File: config.mk
export PLATFORM = sky130hd
export DESIGN_NAME = cla_pipe
export DESIGN_NICKNAME = d
export VERILOG_FILES = /design/src/rtl/cla_pipe.sv
export SDC_FILE = /design/constraint.sdc
export NUM_CORES = 1
export LEC_CHECK = 0
export CORE_ASPECT_RATIO = 0.75
export CORE_UTILIZATION = 42
export DETAILED_ROUTE_END_ITERATION = 6
export GPL_ROUTABILITY_DRIVEN = 0
export SETUP_SLACK_MARGIN = 0.15
export SLEW_MARGIN = 10
export SYNTH_ARGS = -nofsm -noshare
export SYNTH_HDL_FRONTEND = slang
export SYNTH_SLANG_ARGS = --single-unit
File: constraint.sdc
create_clock -name clk -period 3.5 [get_ports clk]
set_clock_uncertainty 0.05 [all_clocks]
set_input_delay 0.7 -clock clk [delete_from_list [all_inputs] [get_ports clk]]
set_output_delay 0.7 -clock clk [all_outputs]
set_load 0.02 [all_outputs]
File: src/rtl/cla_pipe.sv
// Pipelined carry-lookahead adder/subtractor: one GROUP-bit lookahead group per stage,
// group carries registered between stages, valid/ready flow control with a global stall.
module cla_pipe #(
  parameter int WIDTH = 16,
  parameter int GROUP = 4
) (
  input  logic             clk,
  input  logic             rst,
  input  logic             in_valid,
  output logic             in_ready,
  input  logic [WIDTH-1:0] A,
  input  logic [WIDTH-1:0] B,
  input  logic             cin,
  input  logic             sub,
  output logic             out_valid,
  input  logic             out_ready,
  output logic [WIDTH-1:0] S,
  output logic             cout,
  output logic             ovf
);

  localparam int NG = (GROUP >= 1) ? WIDTH / GROUP : 1;

  if (GROUP < 1 || (WIDTH % GROUP) != 0) begin : g_bad_cfg
    $error("cla_pipe: WIDTH must be a positive multiple of GROUP");
  end

  // Every carry is a flat sum of products of g/p and the group carry-in (no ripple).
  function automatic logic [GROUP:0] lookahead(input logic [GROUP-1:0] p,
                                               input logic [GROUP-1:0] g,
                                               input logic             c0);
    logic [GROUP:0] c;
    logic           term;
    logic           prod;
    c    = '0;
    c[0] = c0;
    for (int i = 0; i < GROUP; i++) begin
      term = g[i];
      prod = p[i];
      for (int j = i - 1; j >= 0; j--) begin
        term = term | (prod & g[j]);
        prod = prod & p[j];
      end
      c[i+1] = term | (prod & c0);
    end
    return c;
  endfunction

  logic en;

  logic [WIDTH-1:0] a_in [NG];
  logic [WIDTH-1:0] b_in [NG];
  logic [WIDTH-1:0] s_in [NG];
  logic [WIDTH-1:0] s_nx [NG];
  logic             c_in [NG];
  logic             v_in [NG];

  logic [WIDTH-1:0] a_p  [NG];
  logic [WIDTH-1:0] b_p  [NG];
  logic [WIDTH-1:0] s_p  [NG];
  logic             c_p  [NG];
  logic             cm_p [NG];
  logic             vld_p[NG];

  assign en       = !out_valid | out_ready;
  assign in_ready = en;

  for (genvar k = 0; k < NG; k++) begin : stg
    logic [GROUP-1:0] p;
    logic [GROUP-1:0] g;
    logic [GROUP:0]   c;

    if (k == 0) begin : g_head
      assign a_in[k] = A;
      assign b_in[k] = B ^ {WIDTH{sub}};
      assign s_in[k] = '0;
      assign c_in[k] = sub | cin;
      assign v_in[k] = in_valid;
    end else begin : g_link
      assign a_in[k] = a_p[k-1];
      assign b_in[k] = b_p[k-1];
      assign s_in[k] = s_p[k-1];
      assign c_in[k] = c_p[k-1];
      assign v_in[k] = vld_p[k-1];
    end

    assign p = a_in[k][k*GROUP +: GROUP] ^ b_in[k][k*GROUP +: GROUP];
    assign g = a_in[k][k*GROUP +: GROUP] & b_in[k][k*GROUP +: GROUP];
    assign c = lookahead(p, g, c_in[k]);
    // Bits above this group are still zero in s_in, so OR-ing in the new group is exact.
    assign s_nx[k] = s_in[k] | (WIDTH'(p ^ c[GROUP-1:0]) << (k * GROUP));

    always_ff @(posedge clk) begin
      if (rst) begin
        vld_p[k] <= 1'b0;
      end else if (en) begin
        vld_p[k] <= v_in[k];
      end
    end

    // ---- stage k register boundary ----
    if (k == NG - 1) begin : g_tail
      always_ff @(posedge clk) begin
        if (rst) begin
          s_p[k]  <= '0;
          c_p[k]  <= 1'b0;
          cm_p[k] <= 1'b0;
        end else if (en) begin
          s_p[k]  <= s_nx[k];
          c_p[k]  <= c[GROUP];
          cm_p[k] <= c[GROUP-1];
        end
      end
      always_ff @(posedge clk) begin
        if (en) begin
          a_p[k] <= a_in[k];
          b_p[k] <= b_in[k];
        end
      end
    end else begin : g_mid
      always_ff @(posedge clk) begin
        if (en) begin
          a_p[k]  <= a_in[k];
          b_p[k]  <= b_in[k];
          s_p[k]  <= s_nx[k];
          c_p[k]  <= c[GROUP];
          cm_p[k] <= c[GROUP-1];
        end
      end
    end
  end

  assign out_valid = vld_p[NG-1];
  assign S         = s_p[NG-1];
  assign cout      = c_p[NG-1];
  assign ovf       = c_p[NG-1] ^ cm_p[NG-1];

endmodule
==> run summary, run 1 <==
The run finished with clean final reports. The share of synthesized registers carrying an async set or reset is 0, and the later-pin clock latency in the skew report is 330 ps. The area growth from synthesis to layout is 27.5%. The routed design has 5.30 mm of wire.

For this design, the sink count on the clock tree is 97. TritonCTS built the clock tree. Ranked by total cell area, the synthesized netlist is headed by sky130_fd_sc_hd__edfxtp_1 75%, sky130_fd_sc_hd__ha_1 5.8%, sky130_fd_sc_hd__xor2_1 4.5%, sky130_fd_sc_hd__and3_1 2.7%, sky130_fd_sc_hd__fa_1 2.0%. For the worst setup slack after layout, the log shows 851 ps. The top achievable clock speed was 378 MHz. Type of the tightest min-delay check: flip-flop to flip-flop. Counting the fill cells in the layout gives 716.

The tool flagged a number of max-cap violations equal to 0. STA puts the critical path data arrival time at 1900 ps. The run gives 9050 sq um as the total core area. The cell count after synthesis came out at 222. The number of setup buffers added after CTS was 0. The initial cell density of the core was 0.432; the final critical delay including setup and external delays was 2650 ps. Number of register bits inferred by synthesis: 97. The startpoint kind of the worst setup timing path is an input pin. The power density normalized to cell area works out to 604 nW/um^2. Of all nets on the critical path, the largest fanout is 3.

The proportion of netlist area held by the largest area contributor was 0.745; the detailed-route via count was 1909. Measured along the x axis, the die boundary spans 113 microns. For the register-to-register setup slack, the log shows 1490 ps. Setup repair after global routing left no endpoint under its margin. The length in cells of the worst reg-to-reg path was 3; the boundary pin count was 58. The routed via count divided by cell count was 4.52; the count of flip-flops with a built-in enable after synthesis was 97. The average routed wire per standard cell was 12.6 microns. For the max-slew violation count, the log shows 0. In this run the worst setup path terminates at in_ready. Cell seen most often among critical-path stages: sky130_fd_sc_hd__clkdlybuf4s50_1.

The global router's overall resource usage is 0.121, and the mean instance size in the synthesized netlist is 17.6 sq um. Number of H-tree levels: 3. In the post-synthesis netlist, the cell with the most instances is sky130_fd_sc_hd__edfxtp_1. Summing all multi-input logic gate instances after layout gives 911 sq um. Grouping stages by cell kind, the critical path spends the most delay in buffers and inverters.

For the pin with the worst max-slew slack, the measured transition is 597 ps. The final period utilization was 0.757. The hold buffer count at CTS is 0. After synthesis, the most frequently instantiated cells are 97 x sky130_fd_sc_hd__edfxtp_1, 20 x sky130_fd_sc_hd__xor2_1, 18 x sky130_fd_sc_hd__ha_1, 17 x sky130_fd_sc_hd__and3_1, 16 x sky130_fd_sc_hd__inv_1. The die outline height is 85.5 microns, and the largest stage delay on the critical path is 620 ps. Fraction of final layout cells with drive strength greater than 1: 0.0816. For this run, the leading register cell type out of synthesis is sky130_fd_sc_hd__edfxtp_1. During synthesis, Yosys emitted a total of 0 warnings. At the placement stage, the worst setup path has a slack of 506 ps. Setup violations remaining at the end of the flow were counted as 0. The cell taking the most area after synthesis was sky130_fd_sc_hd__edfxtp_1. Standard cell with the maximum stage delay on the critical path: sky130_fd_sc_hd__clkdlybuf4s50_1. The tools report the number of hold-slack violations in the final timing report as 0. The count of port buffers added during placement is 57, and the number of global-route vias before repair is 1772.

The tools report the count of distinct cell types in the synthesized netlist as 31. Adding up every negative setup slack in the final design gives 0 ps. The critical path depth in cells was 3.

After legalization and detailed placement, the total HPWL measured 3.56 mm. Worst setup path startpoint: out_ready. In the final layout, flip-flops and latches occupy 2910 sq um. The iteration count of the initial detailed-routing pass was 4; the global-route wire length before repair was 8.56 mm. The number of clock buffers inserted by TritonCTS is 9. Initial antenna violation count: 0. The clock transition time at the flip-flop clock pins of the worst setup and hold paths is 70 ps. The capturing element type of the critical path is an output pin. The buffer and inverter count on the worst path is 2. For the sequential fraction of the synthesis area, the log shows 0.745. In this run the critical register-to-register path is launched from vld_p[3]. In this run the static leakage power is 2.02 nW.

The class of the most critical setup path is input pin to output pin. Count of unresolved DRC violations after routing: 0. In this run the deepest clock path goes through 2 buffers. For the antenna diode instance count, the log shows 0. Traced cell by cell, the critical path runs through clkdlybuf4s50_1 > nand2b_4 > clkdlybuf4s50_1.

The detail route stage leaves a number of antenna-violating nets equal to 0. The maximum number of pins on one net before global-route repair was 54; the die area was 9700 sq um. The mapped netlist covers 3910 sq um. The total nets after synthesis is 282, and the global-route congestion overflow total is 0. The required time of the critical path is 2750 ps, and the number of design-rule violations left by the first detailed-router iteration is 124.

The worst register-to-register path ends at s_p[1][2]. The number of nets in the final layout is 349. The tools report the clock root buffer as sky130_fd_sc_hd__clkbuf_16. The worst-case IR drop observed on VDD is 0.286 mV. The normalized max-slew margin is 0.601, and the number of instances resized during post-cts repair is 0.

The floorplan has 30 rows.
[worst min path at each step]
stage	endpoint	slack (ps)	cells past startpoint	from
6_report	a_p[1][11]	360	0	a_p[0][11]
3_3_place_gp	s_p[1][0]	350	0	s_p[0][0]
5_1_grt	b_p[2][14]	370	0	b_p[1][14]
2_1_floorplan	a_p[1][10]	350	0	a_p[0][10]
4_1_cts	a_p[1][9]	360	0	a_p[0][9]
3_5_place_dp	a_p[2][13]	350	0	a_p[1][13]
[logic make-up (layout without fill, tap and decap cells)]
kind of cell    after synthesis  in the layout  synth area share
mux                           1              1           0.00256
simple gates                 30             30            0.0442
xor+xnor                     27             27            0.0605
flops                        97             97             0.745
buf+inv                      22             94            0.0234
fa+ha+maj                    22             22            0.0781
compound gates               23             23            0.0458
[sequential cells by signal, indices dropped and copies added (netlist names)]
register	cells
c_p	4
s_p	40
b_p	24
a_p	24
vld_p	4
cm_p	1
[final cells by class]
type,count,area share
sequential,97,0.584
multi-input combinational,103,0.183
clock buffer,10,0.0459
tap,128,0.0321
inverter,16,0.0121
clock inverter,6,0.0181
timing repair buffer,62,0.125
[worst register-to-register path, delay by kind of cell (launching register included)]
kind / cells / cell delay [ps]
DFF: 1 / 430
and+or+nand+nor: 1 / 100
buffers and inverters: 2 / 1050
[per-layer routing]
layer	vias to the layer above	global-route usage	share of wire
met5	-	0	0
met4	0	0.0574	0.018
met3	7	0.0438	0.042
met2	45	0.198	0.49
met1	904	0.144	0.45
li1	953	-	-
[where the power goes]
part / internal, W / switching [W]
clock: 0.000628 / 0.000392
combinational: 0.000222 / 0.000192
sequential: 0.00152 / 0.0000551
[placed cells by master (no fill, tap or decap), drive strengths merged, types with 2 or more instances in the layout]
cell type / instances
nand2b: 2
nor2: 4
a211o: 2
nand2: 2
o21bai: 3
o21ai: 2
ha: 18
clkdlybuf4s50: 57
o22ai: 2
clkbuf: 10
xnor2: 7
bufinv: 2
a211oi: 2
a21o: 5
xor2: 20
a21oi: 3
edfxtp: 97
o21a: 3
inv: 17
fa: 4
clkinv: 3
and3: 17
buf: 5
[stage by stage]
stage	total power [W]	cells	cell area [sq um]	util	hold slack [ps]
global placement	0.00200	406	4660	0.516	350
CTS	0.00304	422	4980	0.551	360
finish	0.00301	422	4980	0.551	363
detailed placement	0.00202	406	4660	0.516	355
floorplan	0.00183	222	3910	-	350
global route	0.00314	422	4980	0.551	373
No activity file was read; power rests on OpenSTA's default activity.
==> run 2: changes to the inputs <==
==> constraint.sdc (replaced) <==
create_clock -name clk -period 2.5 [get_ports clk]
set_clock_uncertainty 0.05 [all_clocks]
set_input_delay 0.5 -clock clk [delete_from_list [all_inputs] [get_ports clk]]
set_output_delay 0.5 -clock clk [all_outputs]
set_load 0.02 [all_outputs]
==> run summary, run 2 (synthesis results as in run 1) <==
The flow ran to the end, and the final reports show no timing, DRC or antenna violations. The run gives 0 (unchanged) as the max-slew violation count. The tree is rooted in a sky130_fd_sc_hd__clkbuf_16.

The source of the worst register-to-register timing path was a_p[1][8]. The switching fraction of total power is 0.216 (+0.00393), and the routed via count divided by cell count is 4.60 (+1.6%). The final setup violation count came out at 0 (unchanged). Most common cell after layout, fill and taps aside: sky130_fd_sc_hd__edfxtp_1. The final period utilization is 0.904. The run gives 0.00332 W (+40%) as the internal cell power. Leaving out fill and tap cells, the most frequent cells in the layout are 97 x sky130_fd_sc_hd__edfxtp_1, 57 x sky130_fd_sc_hd__clkdlybuf4s50_1, 20 x sky130_fd_sc_hd__xor2_1.

The antenna diode instance count was 0 (unchanged); the setup TNS was 0 ps (unchanged). Number of H-tree levels: 3 (unchanged). In the final layout, the registers with the most flip-flops are s_p x40, a_p x24, b_p x24.

The logs give 0 (unchanged) for the number of instances resized during post-cts repair and 0.00423 W (+41%) for the total power after layout. TritonCTS built the clock tree. The type of the tightest min-delay check is flip-flop to flip-flop. The count of placed standard cells including taps is 410 (+0.99%). The slowest stage of the critical path is the sky130_fd_sc_hd__clkdlybuf4s50_1 cell. The part of the power in registers is 0.521 (-0.002). The fraction of final layout cells with drive strength greater than 1 is 0.0940 (+0.0123). The data arrival time of the worst path was 1710 ps (-190 ps).

The worst setup slack after layout is 241 ps (-610 ps), and the measured slew at the worst slew-check pin is 494 ps (-103 ps). The worst setup path startpoint was out_ready. From synthesis to final layout, the design area changed by 28.3%. The cell count of the worst hold path works out to 0 (unchanged). The logs give 2 (unchanged) for the maximum clock insertion buffer count and 44 (-19%) for the maximum number of pins on one net before global-route repair.

More flip-flops sit in one register than any other, and that register is s_p. The clock transition time at the flip-flop clock pins of the worst setup and hold paths is 70 ps (about the same). The largest stage delay on the critical path was 600 ps (-20 ps); the count of unresolved DRC violations after routing was 0 (unchanged).

The run gives 61 (-51%) as the number of design-rule violations left by the first detailed-router iteration. The count of port buffers added during placement was 57 (unchanged). For the number of global-route vias before repair, the log shows 1950 (+10%). The cell class contributing the biggest share of worst-path delay is buffers and inverters. Counting stages on the worst path, the most repeated cell is sky130_fd_sc_hd__clkdlybuf4s50_1.

The remaining antenna violation count after routing is 0 (unchanged), and the core occupancy in the finished layout is 0.554 (+0.00318). The logs give 0 (unchanged) for the global-route congestion overflow total and 0.128 (+0.00737) for the global router's overall resource usage. The logs give 1958 (+2.6%) for the detailed-route via count and 353 (+1.1%) for the number of nets in the final layout. The biggest fanout along the worst timing path works out to 5 (+2).

The total number of clock tree sinks is 97 (unchanged). The class of the most critical setup path was input pin to output pin. The logs give 0 (unchanged) for the number of setup buffers added after CTS and 4 (unchanged) for the iteration count of the initial detailed-routing pass.

The length in cells of the worst reg-to-reg path is 4 (+1), and the reported max-cap violation count is 0 (unchanged). Number of flip-flops under the largest register name: 40 (unchanged). The number of clock buffers inserted by TritonCTS is 9 (unchanged), and the power density normalized to cell area is 844 nW/um^2 (+40%). Static timing analysis puts the maximum clock frequency at 443 MHz. The critical path goes through clkdlybuf4s50_1 > nand2b_4 > clkdlybuf4s50_1. The average routed wire per standard cell is 12.9 microns (+3.0%), and the critical path depth in cells is 3 (unchanged). Worst hold path startpoint: b_p[1][13].

Initial antenna violation count: 0 (unchanged). Die area: 9700 sq um (unchanged). After layout, the minimum clock period comes to 2260 ps. The switching power summed over all nets is 0.000916 W (+43%). The required time of the critical path was 1950 ps (-800 ps). The run gives 9050 sq um (unchanged) as the total core area. The total leakage power was 2.03 nW (+0.70%); the initial cell density of the core was 0.432 (unchanged).

For the global-route wire length before repair, the log shows 9.14 mm (+6.8%). The die width is 113 microns (unchanged). The die outline height is 85.5 microns (unchanged), and the boundary pin count is 58 (unchanged). The run gives 0 (unchanged) as the hold buffer count at CTS. The tools report the capturing element type of the critical path as an output pin. For the later-pin clock latency in the skew report, the log shows 340 ps (about the same). The normalized max-slew margin was 0.671 (+0.0699); the number of cells in the finished layout apart from fillers was 426 (+0.95%). The placed wire-length estimate is 3.88 mm (+8.8%), and the buffer and inverter count on the worst path is 2 (unchanged). The tools report the highest ir drop seen on vdd as 0.287 mV (+0.32%).

STA classifies the critical path startpoint as an input pin. The tools report the number of rows created at floorplan as 30 (unchanged). The run gives 4.34 ps (-502 ps) as the setup slack at placement. Setup repair after global routing left no endpoint under its margin. The logs give 5.51 mm (+3.9%) for the final wirelength and 0.340 (about the same) for the portion of total power attributed to the clock network. The combinational share of power is 0.138 (about the same), and the number of hold-slack violations in the final timing report is 0 (unchanged).
==> run 2: cell count changes in the layout (fill, tap and decap cells not counted), sizes merged <==
cell,delta
buf,+4
clkbuf,-1
clkinv,-1
clkinvlp,+1
inv,+1
==> run 2: final timing paths <==
check          endpoint  slack, ps
max            in_ready        240
min          b_p[2][13]        360
max reg2reg      c_p[2]        800
min reg2reg  b_p[2][13]        360
==> run 2: area by class of cell <==
type	count	area (sq um)
fillers	732	4030
flip-flops and latches	97	2910
multi-input cells	103	911
repair buffers	66	651
clock buffers	9	225
well taps	128	160
clock inverters	7	92.6
inverters	16	60.1
==> run 2: stage by stage <==
| stage | area (sq um) | hold WS (ps) |
|---|---|---|
| finish | 5010 | 363 |
| CTS | 5010 | 365 |
| global placement | 4690 | 351 |
| global route | 5010 | 369 |
| floorplan | 3910 | 350 |
| detailed placement | 4690 | 355 |
==> run 2: routing by layer <==
layer	track usage	up-vias	wire, microns
met3	0.0502	5	286
met1	0.145	948	2380
met2	0.222	46	2780
li1	-	959	-
met5	0	-	0
met4	0.0467	0	70
==> run 2: power by group through the flow <==
stage	registers [W]	clock network, W	logic [W]
finish	0.00221	0.00144	0.000586
global route	0.00223	0.00153	0.000646
CTS	0.00221	0.00147	0.000594
detailed placement	0.00225	0	0.000591
global placement	0.00223	0	0.000574
floorplan	0.00229	0	0.000280
